==> config.mk <==
export PLATFORM = sky130hd
export DESIGN_NAME = rc5_engine_ctrl
export DESIGN_NICKNAME = d
export VERILOG_FILES = /design/src/rtl/rc5_pkg.sv /design/src/rtl/rc5_watchdog.sv /design/src/rtl/rc5_engine_ctrl.sv
export SDC_FILE = /design/constraint.sdc
export NUM_CORES = 1
export LEC_CHECK = 0
export BUFFER_PORTS_ARGS = -buffer_cell sky130_fd_sc_hd__buf_2
export CORE_AREA = 2 2 140 142
export CTS_BUF_LIST = sky130_fd_sc_hd__clkbuf_2
export DETAILED_ROUTE_END_ITERATION = 10
export DIE_AREA = 0 0 142 144
export GPL_TIMING_DRIVEN = 0
export PLACE_DENSITY_LB_ADDON = 0.2
export SYNTH_ARGS = -nofsm -noshare
export SYNTH_HDL_FRONTEND = slang
export SYNTH_HIERARCHICAL = 1
export SYNTH_SLANG_ARGS = --single-unit
==> constraint.sdc <==
create_clock -name clk -period 10.08 [get_ports clk]
set_clock_uncertainty 0.1 [all_clocks]
set_input_delay 0 -clock clk [delete_from_list [all_inputs] [get_ports clk]]
set_output_delay 0 -clock clk [all_outputs]
set_load 0.03 [all_outputs]
==> src/rtl/rc5_pkg.sv <==
// Shared definitions for the RC5 engine controller.
//   W, R, T, T_LENGTH : default word width, round count, S-table size and S-address width
//   ctrlState_t       : controller state encoding
//   MODE_ENC/MODE_DEC : request mode bit values
package rc5_pkg;

  localparam int W        = 32;
  localparam int R        = 12;
  localparam int T        = 2 * (R + 1);
  localparam int T_LENGTH = $clog2(T);

  localparam logic MODE_ENC = 1'b0;
  localparam logic MODE_DEC = 1'b1;

  typedef enum logic [2:0] {
    ST_IDLE    = 3'd0,
    ST_ENG_RST = 3'd1,
    ST_START   = 3'd2,
    ST_RUN     = 3'd3,
    ST_SETTLE  = 3'd4,
    ST_RESP    = 3'd5
  } ctrlState_t;

endpackage

==> src/rtl/rc5_watchdog.sv <==
// Watchdog counter for the RUN phase of an engine operation.
//   clk, rst  : clock, asynchronous active-high reset
//   iClear    : forces the count to zero (has priority)
//   iEnable   : advances the count by one per cycle
//   oExpired  : high while the count sits at TIMEOUT-1 (last allowed cycle)
module rc5_watchdog #(
  parameter int TIMEOUT = 512
) (
  input  logic clk,
  input  logic rst,
  input  logic iClear,
  input  logic iEnable,
  output logic oExpired
);

  localparam int CW = $clog2(TIMEOUT + 1);

  logic [CW-1:0] count;

  always_ff @(posedge clk or posedge rst) begin
    if (rst) begin
      count <= '0;
    end else if (iClear) begin
      count <= '0;
    end else if (iEnable) begin
      count <= count + 1'b1;
    end
  end

  assign oExpired = (count == CW'(TIMEOUT - 1));

endmodule

==> src/rtl/rc5_engine_ctrl.sv <==
// Request scheduler for the RC5 encipher/decipher engines sharing one S table.
//   clk, rst                  : clock, asynchronous active-high reset
//   iKey_ready                : S table valid; gates new accepts only
//   iReq_valid/oReq_ready     : request handshake; iReq_mode 0=enc 1=dec, iReq_A/B block
//   oResp_valid/iResp_ready   : response handshake; oResp_A/B result, oResp_err watchdog abort
//   oEnc_rst/oDec_rst         : per-engine synchronous reset (unselected engine always held)
//   oEnc_start/oDec_start     : one-cycle start pulse
//   oEng_A/oEng_B             : block words broadcast to both engines
//   iEnc_addr*/iDec_addr*     : engine S-table read addresses
//   oS_address1/2             : selected engine's addresses to the shared table
//   iEnc_done/iDec_done       : sticky done from engines; iEnc_A/B, iDec_A/B results
//
// state      | meaning
// -----------+---------------------------------------------------------
// ST_IDLE    | waiting for a request; ready follows iKey_ready
// ST_ENG_RST | selected engine held in reset for one full cycle
// ST_START   | selected engine released, start pulse high
// ST_RUN     | engine running, watchdog counting
// ST_SETTLE  | done seen, waiting for engine results to stabilise
// ST_RESP    | response presented until the consumer takes it
module rc5_engine_ctrl
  import rc5_pkg::*;
#(
  parameter int W        = rc5_pkg::W,
  parameter int R        = rc5_pkg::R,
  parameter int SETTLE   = 4,
  parameter int TIMEOUT  = 512,
  parameter int T_LENGTH = $clog2(2 * (R + 1))
) (
  input  logic                clk,
  input  logic                rst,
  input  logic                iKey_ready,
  input  logic                iReq_valid,
  output logic                oReq_ready,
  input  logic                iReq_mode,
  input  logic [W-1:0]        iReq_A,
  input  logic [W-1:0]        iReq_B,
  output logic                oResp_valid,
  input  logic                iResp_ready,
  output logic [W-1:0]        oResp_A,
  output logic [W-1:0]        oResp_B,
  output logic                oResp_err,
  output logic                oEnc_rst,
  output logic                oDec_rst,
  output logic                oEnc_start,
  output logic                oDec_start,
  output logic [W-1:0]        oEng_A,
  output logic [W-1:0]        oEng_B,
  input  logic [T_LENGTH-1:0] iEnc_addr1,
  input  logic [T_LENGTH-1:0] iEnc_addr2,
  input  logic [T_LENGTH-1:0] iDec_addr1,
  input  logic [T_LENGTH-1:0] iDec_addr2,
  output logic [T_LENGTH-1:0] oS_address1,
  output logic [T_LENGTH-1:0] oS_address2,
  input  logic                iEnc_done,
  input  logic                iDec_done,
  input  logic [W-1:0]        iEnc_A,
  input  logic [W-1:0]        iEnc_B,
  input  logic [W-1:0]        iDec_A,
  input  logic [W-1:0]        iDec_B
);

  localparam int SW = (SETTLE > 1) ? $clog2(SETTLE) : 1;

  ctrlState_t    state;
  logic          rMode;
  logic [SW-1:0] settleCnt;
  logic          wdExpired;
  logic          selDone;
  logic [W-1:0]  selA;
  logic [W-1:0]  selB;

  assign selDone = (rMode == MODE_DEC) ? iDec_done : iEnc_done;
  assign selA    = (rMode == MODE_DEC) ? iDec_A    : iEnc_A;
  assign selB    = (rMode == MODE_DEC) ? iDec_B    : iEnc_B;

  assign oReq_ready  = (state == ST_IDLE) && iKey_ready;
  assign oS_address1 = rMode ? iDec_addr1 : iEnc_addr1;
  assign oS_address2 = rMode ? iDec_addr2 : iEnc_addr2;

  // Count is held at zero outside RUN, so each operation starts fresh.
  rc5_watchdog #(
    .TIMEOUT (TIMEOUT)
  ) uWatchdog (
    .clk      (clk),
    .rst      (rst),
    .iClear   (state != ST_RUN),
    .iEnable  (state == ST_RUN),
    .oExpired (wdExpired)
  );

  always_ff @(posedge clk or posedge rst) begin
    if (rst) begin
      state       <= ST_IDLE;
      rMode       <= MODE_ENC;
      settleCnt   <= '0;
      oEng_A      <= '0;
      oEng_B      <= '0;
      oResp_valid <= 1'b0;
      oResp_A     <= '0;
      oResp_B     <= '0;
      oResp_err   <= 1'b0;
      oEnc_start  <= 1'b0;
      oDec_start  <= 1'b0;
      oEnc_rst    <= 1'b1;
      oDec_rst    <= 1'b1;
    end else begin
      case (state)
        ST_IDLE: begin
          if (iReq_valid && oReq_ready) begin
            rMode  <= iReq_mode;
            oEng_A <= iReq_A;
            oEng_B <= iReq_B;
            state  <= ST_ENG_RST;
          end
        end
        ST_ENG_RST: begin
          if (rMode == MODE_DEC) begin
            oDec_rst   <= 1'b0;
            oDec_start <= 1'b1;
          end else begin
            oEnc_rst   <= 1'b0;
            oEnc_start <= 1'b1;
          end
          state <= ST_START;
        end
        ST_START: begin
          oEnc_start <= 1'b0;
          oDec_start <= 1'b0;
          state      <= ST_RUN;
        end
        ST_RUN: begin
          // done is checked first so a completion on the last watchdog cycle still counts
          if (selDone) begin
            settleCnt <= SW'(SETTLE - 1);
            state     <= ST_SETTLE;
          end else if (wdExpired) begin
            oResp_err   <= 1'b1;
            oResp_A     <= '0;
            oResp_B     <= '0;
            oResp_valid <= 1'b1;
            oEnc_rst    <= 1'b1;
            oDec_rst    <= 1'b1;
            state       <= ST_RESP;
          end
        end
        ST_SETTLE: begin
          if (settleCnt == '0) begin
            oResp_err   <= 1'b0;
            oResp_A     <= selA;
            oResp_B     <= selB;
            oResp_valid <= 1'b1;
            oEnc_rst    <= 1'b1;
            oDec_rst    <= 1'b1;
            state       <= ST_RESP;
          end else begin
            settleCnt <= settleCnt - 1'b1;
          end
        end
        ST_RESP: begin
          if (iResp_ready) begin
            oResp_valid <= 1'b0;
            state       <= ST_IDLE;
          end
        end
        default: state <= ST_IDLE;
      endcase
    end
  end

endmodule

==> results by stage, run 1 <==
Outcome:
- The run stopped with a tool error.
- The flow stopped in clock tree synthesis (4_1_cts).
- The tool reported: "[ERROR RSZ-0060] Max buffer count reached".

CTS:
- The clock net in this run drives a total of 150 sinks.
- Counting the buffers created by CTS gives 17.
- The buffer type at the clock tree root is clkbuf_2.
- Once the clock tree was built, the setup fixing pass inserted 0 buffers.
- No sink is reached through more buffers than the 2 on the longest clock path.
- In this run the number of H-tree levels came out at 4.
- The post-cts hold buffer count is 239.
- The post-CTS resize count is 0.

Floorplanning:
- The number of placement rows is ~50.
- The number of placed I/O pins is 365.
- From left edge to right edge, the die measures 142 µm.
- The starting density of the core is 36.2%.
- The die is 144 µm tall.

Placement:
- The final estimated routing congestion in global placement is 0.803.
- The placed wire-length estimate after detailed placement is 15700 µm.
- During placement, the flow inserted port buffers numbering between 300 and 400.

Logic synthesis:
- The fraction of post-synthesis cell area in the top cell type by area is a little over half.
- The async set-or-reset flop fraction in the synthesized netlist is 100%.
- Yosys attributes the largest share of cell area to dfrtp_1 (54%), mux2_4 (11%), mux2i_1 (9.6%).
- Yosys mapped the design onto 46 distinct sky130hd cell types.
- The most used flip-flop cell after synthesis is dfrtp_1.
- The number of flops mapped to enable cells by yosys is 0.
- The total number of yosys warnings is 6.
- After synthesis the netlist holds a flip-flop and latch count of 150.
- The biggest area contributor in the post-synthesis netlist is dfrtp_1.
- The cell area after synthesis is 0.00690 mm².
- Sorting the synthesized cells by how often they occur yields dfrtp_1 (148), nand2_1 (72), mux2i_1 (66).
- The net count of the mapped netlist is between 700 and 800.
- Yosys instantiated no cell more often than dfrtp_1.
- Dividing the synthesized area by the synthesized cell count gives roughly 13 µm².
- Of the synthesized area, sequential elements account for 54.4%.
- The cell count after synthesis is 547.
stage by stage:
| stage | area, µm² | hold WS, ns | utilization [%] | setup slack (ns) | instances |
|---|---|---|---|---|---|
| floorplan | 6900 | -0.260 | - | 6.23 | 547 |
| global placement | 9020 | -0.0847 | 47.3 | 4.27 | 1149 |
| detailed placement | 9050 | -0.0553 | 47.5 | 7.96 | 1150 |
kinds of logic after synthesis:
logic type | share of synthesized area [%]
AOI/OAI and AO/OA | 8.43
xor gates and xnor gates | 0.508
adders and majority gates | 0.362
muxes | 24.9
DFF | 54.4
buffers and inverters | 3.84
and+or+nand+nor | 7.59
==> run 2: changes to the inputs <==
CORE_AREA = 2 2 143 145   (was 2 2 140 142)
CTS_BUF_LIST = not set   (was sky130_fd_sc_hd__clkbuf_2)
DIE_AREA = 0 0 145 147   (was 0 0 142 144)
PLACE_DENSITY_LB_ADDON = 0.15   (was 0.2)
==> run 2 against run 1 <==
  * The run now ends clean
  * Synthesized cell count is the same
  * Area after synthesis stayed put
==> results by stage, run 2 <==
Outcome:
- The run finished with clean final reports.

Floorplanning:
- The floorplan step defined a die boundary enclosing 0.0213 mm².
- The core box area is 0.0198 mm².
- The overall die height is 147 µm (+2.1%).
- The width of the die came to 145 µm (+2.1%).
- The number of placement rows was 52 (+2.0%).
- The number of placed I/O pins was 365 (unchanged).
- The starting density of the core came to 34.8% (-1.4 points).

Final layout:
- The share of the core filled with cells is 58.8%.
- The post-route non-filler standard cell count is 1410.
- Relative to the synthesized area, the layout overhead comes to 69.0%.
- Summing all multi-input logic gate instances after layout gives 0.00288 mm².
- In the layout the commonest cells are buf_2 (375), dlygate4sd3_1 (196), dfrtp_1 (148).
- In the final layout, flip-flops and latches occupy 0.00376 mm².
- 0 antenna diodes ended up in the layout.
- Leaving out fill and tap cells, the most frequent cell in the layout is buf_2.
- The post-route netlist has 44.3% of its cells at a drive strength greater than 1.
- In the final design database the tool counted 1349 nets.
- The filler cell count in the final layout is 1667.

Global routing:
- For this run, the total global-route usage over all layers was measured as between 20% and 30%.
- Global routing used approximately a quarter of the available met1 tracks.
- The number of antenna violations at the first check in global routing is 0.
- The remaining global-route overflow is 0.
- The number of global-route vias before repair was around 7000.
- In the global route stage, met3 resource usage came out at ~4.7%.
- The most utilized layer in the global route result is met2.
- The met2 track demand over resource in global routing is roughly two fifths.
- Entering global routing, the biggest net connects 79 pins.
- The first-pass GRT wire length is 37500 µm.

Critical path:
- The endpoint arrival time on the critical path is 2.79 ns.
- Walking the worst path, the cells encountered are buf_2 -> buf_2 -> buf_2 -> mux2i_1 -> dlygate4sd3_1 -> o22ai_1.
- The required arrival time at the worst endpoint is 10.24 ns.
- The largest driver fanout on the critical path is 10.
- The combined buffer and inverter count along the critical path is 4.
- The worst setup path is of the flop to flop kind.
- Among all stages on the critical path, the largest delay is contributed by dlygate4sd3_1.
- The worst setup path is launched from a flop.
- The kind of cell with the highest combined delay along the critical path is buffers and inverters.
- The delay contributed by the slowest stage of the critical path is approximately 0.61 ns.
- The kind of end point of the critical path is a flop.
- The cell occurring most often along the worst timing path is buf_2.

STA:
- The final max-slew violation count is 0.
- Setup repair after global routing left no endpoint under its margin.
- The total count of hold-check failures in the final report was 0.
- Measured against its own limit, the worst slew margin works out to 53.4%.
- The number of setup violations in the final report is 0.
- In the finished design, the share of the clock period the worst path needs comes to 26.2%.
- In the final timing run, aggregate negative setup slack is 0 ns.
- Static timing analysis puts the maximum clock frequency at 379 MHz.
- Across all hold checks on the routed design, the worst slack comes to roughly 0.0033 ns.
- The smallest clock period supported by the final layout is computed as 2.64 ns.
- The slew at the pin with the worst max-slew slack is 0.699 ns.

CTS:
- The post-CTS resize count is 0 (unchanged).
- The maximum level of the CTS H-tree came to 4 (unchanged).
- The clock buffer count from CTS is 17 (unchanged).
- The clock tree buffer depth is 2 (unchanged).
- TritonCTS built the clock tree.
- Clock tree synthesis selected as its root buffer the cell clkbuf_16.
- The sink count of the clock tree is 150 (unchanged).
- The clock insertion delay at the later pin of the skew report is 0.41 ns.
- After clock tree synthesis, the clock-pin slew on the worst setup and hold paths is 0.06 ns.

Flow run:
- The max capacitance violation total is 0.

Routing:
- The number of DRC violations after detailed-routing iteration 0 is 243.
- For this block, the via count after detailed routing is 6554.
- In the final routed layout, each cell accounts on average for 16.8 µm.
- The first detailed-routing pass ran for 4 iterations.
- The final layout contains routed wiring with a total length of 23600 µm.
- The detail route stage leaves a number of antenna-violating nets equal to 0.
- The final routed DRC violation total is 0.
- The detail-routed via count per cell is 4.65.

Logic synthesis:
- The number of synthesized register bits came to 150 (unchanged).
- The number of library cell types mapped by synthesis is 46 (unchanged).
- The total number of yosys warnings was 6 (unchanged).
- The fraction of post-synthesis cell area in the top cell type by area is 53.7% (unchanged).
- The net count of the mapped netlist is 769 (unchanged).
- After synthesis, the most frequently instantiated cells are dfrtp_1 (148), nand2_1 (72), mux2i_1 (66).
- The cell area after synthesis is 0.00690 mm² (unchanged).
- The biggest area contributor in the post-synthesis netlist is dfrtp_1.
- In the synthesized netlist the dominant register cell turns out to be dfrtp_1.
- Yosys instantiated no cell more often than dfrtp_1.
- The async set-or-reset flop fraction in the synthesized netlist is 100% (unchanged).
- The number of flops mapped to enable cells by yosys is 0 (unchanged).
- The cell count after synthesis is 547 (unchanged).
- The sequential-to-total area share from yosys stat was 54.4% (unchanged).
- By area the synthesized netlist is led by dfrtp_1 (54%), mux2_4 (11%), mux2i_1 (9.6%).
- The average size of a mapped cell came to 12.6 µm² (unchanged).

Placement:
- The final estimated routing congestion in global placement is 0.795 (-1.1%).
- The quantity of I/O buffers inserted on ports is 364 (unchanged).
- The placed wire-length estimate after detailed placement is 16500 µm (+4.7%).
- The post-placement cell count is 1182 (+2.8%).

Min path:
- The worst hold path belongs to the class primary input to flop.

Power and ir drop:
- Across the VDD grid, the largest voltage drop is between 0.1 and 0.15 mV.
- The post-route total power is around 3100 µW.
- The leakage power is 0.00593 µW.
- Dividing total power by cell area gives a power density of 269 mW/mm².
## run 2: cell counts after synthesis
No cell type changed its count.
## run 2: stage by stage
stage	instance area, µm²	worst slack [ns]
after detailed placement	9090	7.89
after global routing	11700	7.35
final	11700	7.44
after floorplan	6900	6.23
after global placement	9060	4.30
after CTS	11700	7.44
## run 2: power breakdown
part           switching [µW]  internal [µW]
combinational             896            648
clock                     262            400
sequential                116            821
total                    1270           1870
## run 2: kinds of logic after synthesis
logic type	Yosys count	share of synthesized area [%]
DFF	150	54.4
muxes	143	24.9
and+or+nand+nor	110	7.59
AOI/OAI and AO/OA	89	8.43
buffers and inverters	49	3.84
xor gates and xnor gates	4	0.508
adders and majority gates	2	0.362
## run 2: tightest hold or removal path: cells and delay by family
kind	cells	cell delay, ns
buffers and inverters	1	0.07
muxes	1	0.17
AOI/OAI and AO/OA	1	0.23
## run 2: final timing paths
kind | start | end | slack (ns) | cells past startpoint
max in group asynchronous | rst | oDec_rst | 8.91 | 4
max | rMode | oResp_A[1] | 7.44 | 6
min reg2reg | settleCnt[1] | settleCnt[1] | 0.39 | 2
min in group asynchronous | rst | uWatchdog/count[1] | 0.07 | 3
max reg2reg | rMode | oResp_A[1] | 7.44 | 6
min | iDec_done | settleCnt[1] | 0.003 | 3
## run 2: layer usage
| layer | part of all wire (%) | vias up |
|---|---|---|
| li1 | - | 3139 |
| met1 | 41 | 3165 |
| met2 | 52 | 209 |
| met3 | 4.4 | 41 |
| met4 | 2.9 | 0 |
| met5 | 0 | - |
## run 2: what timing repair did
item                      4_1_cts  5_1_grt
hold buffers                  196        0
hold endpoints to repair      205        0
buffers inserted                0        0
## run 2: area by class of cell
cell class / count / area share, %
inverter: 7 / 0.268
clock inverter: 13 / 1.45
timing repair buffer: 561 / 32.7
clock buffer: 19 / 3.80
multi-input combinational: 348 / 24.7
sequential: 150 / 32.2
tap: 270 / 2.90
buffer: 42 / 2.05
Power figures use the tool's default switching activity.
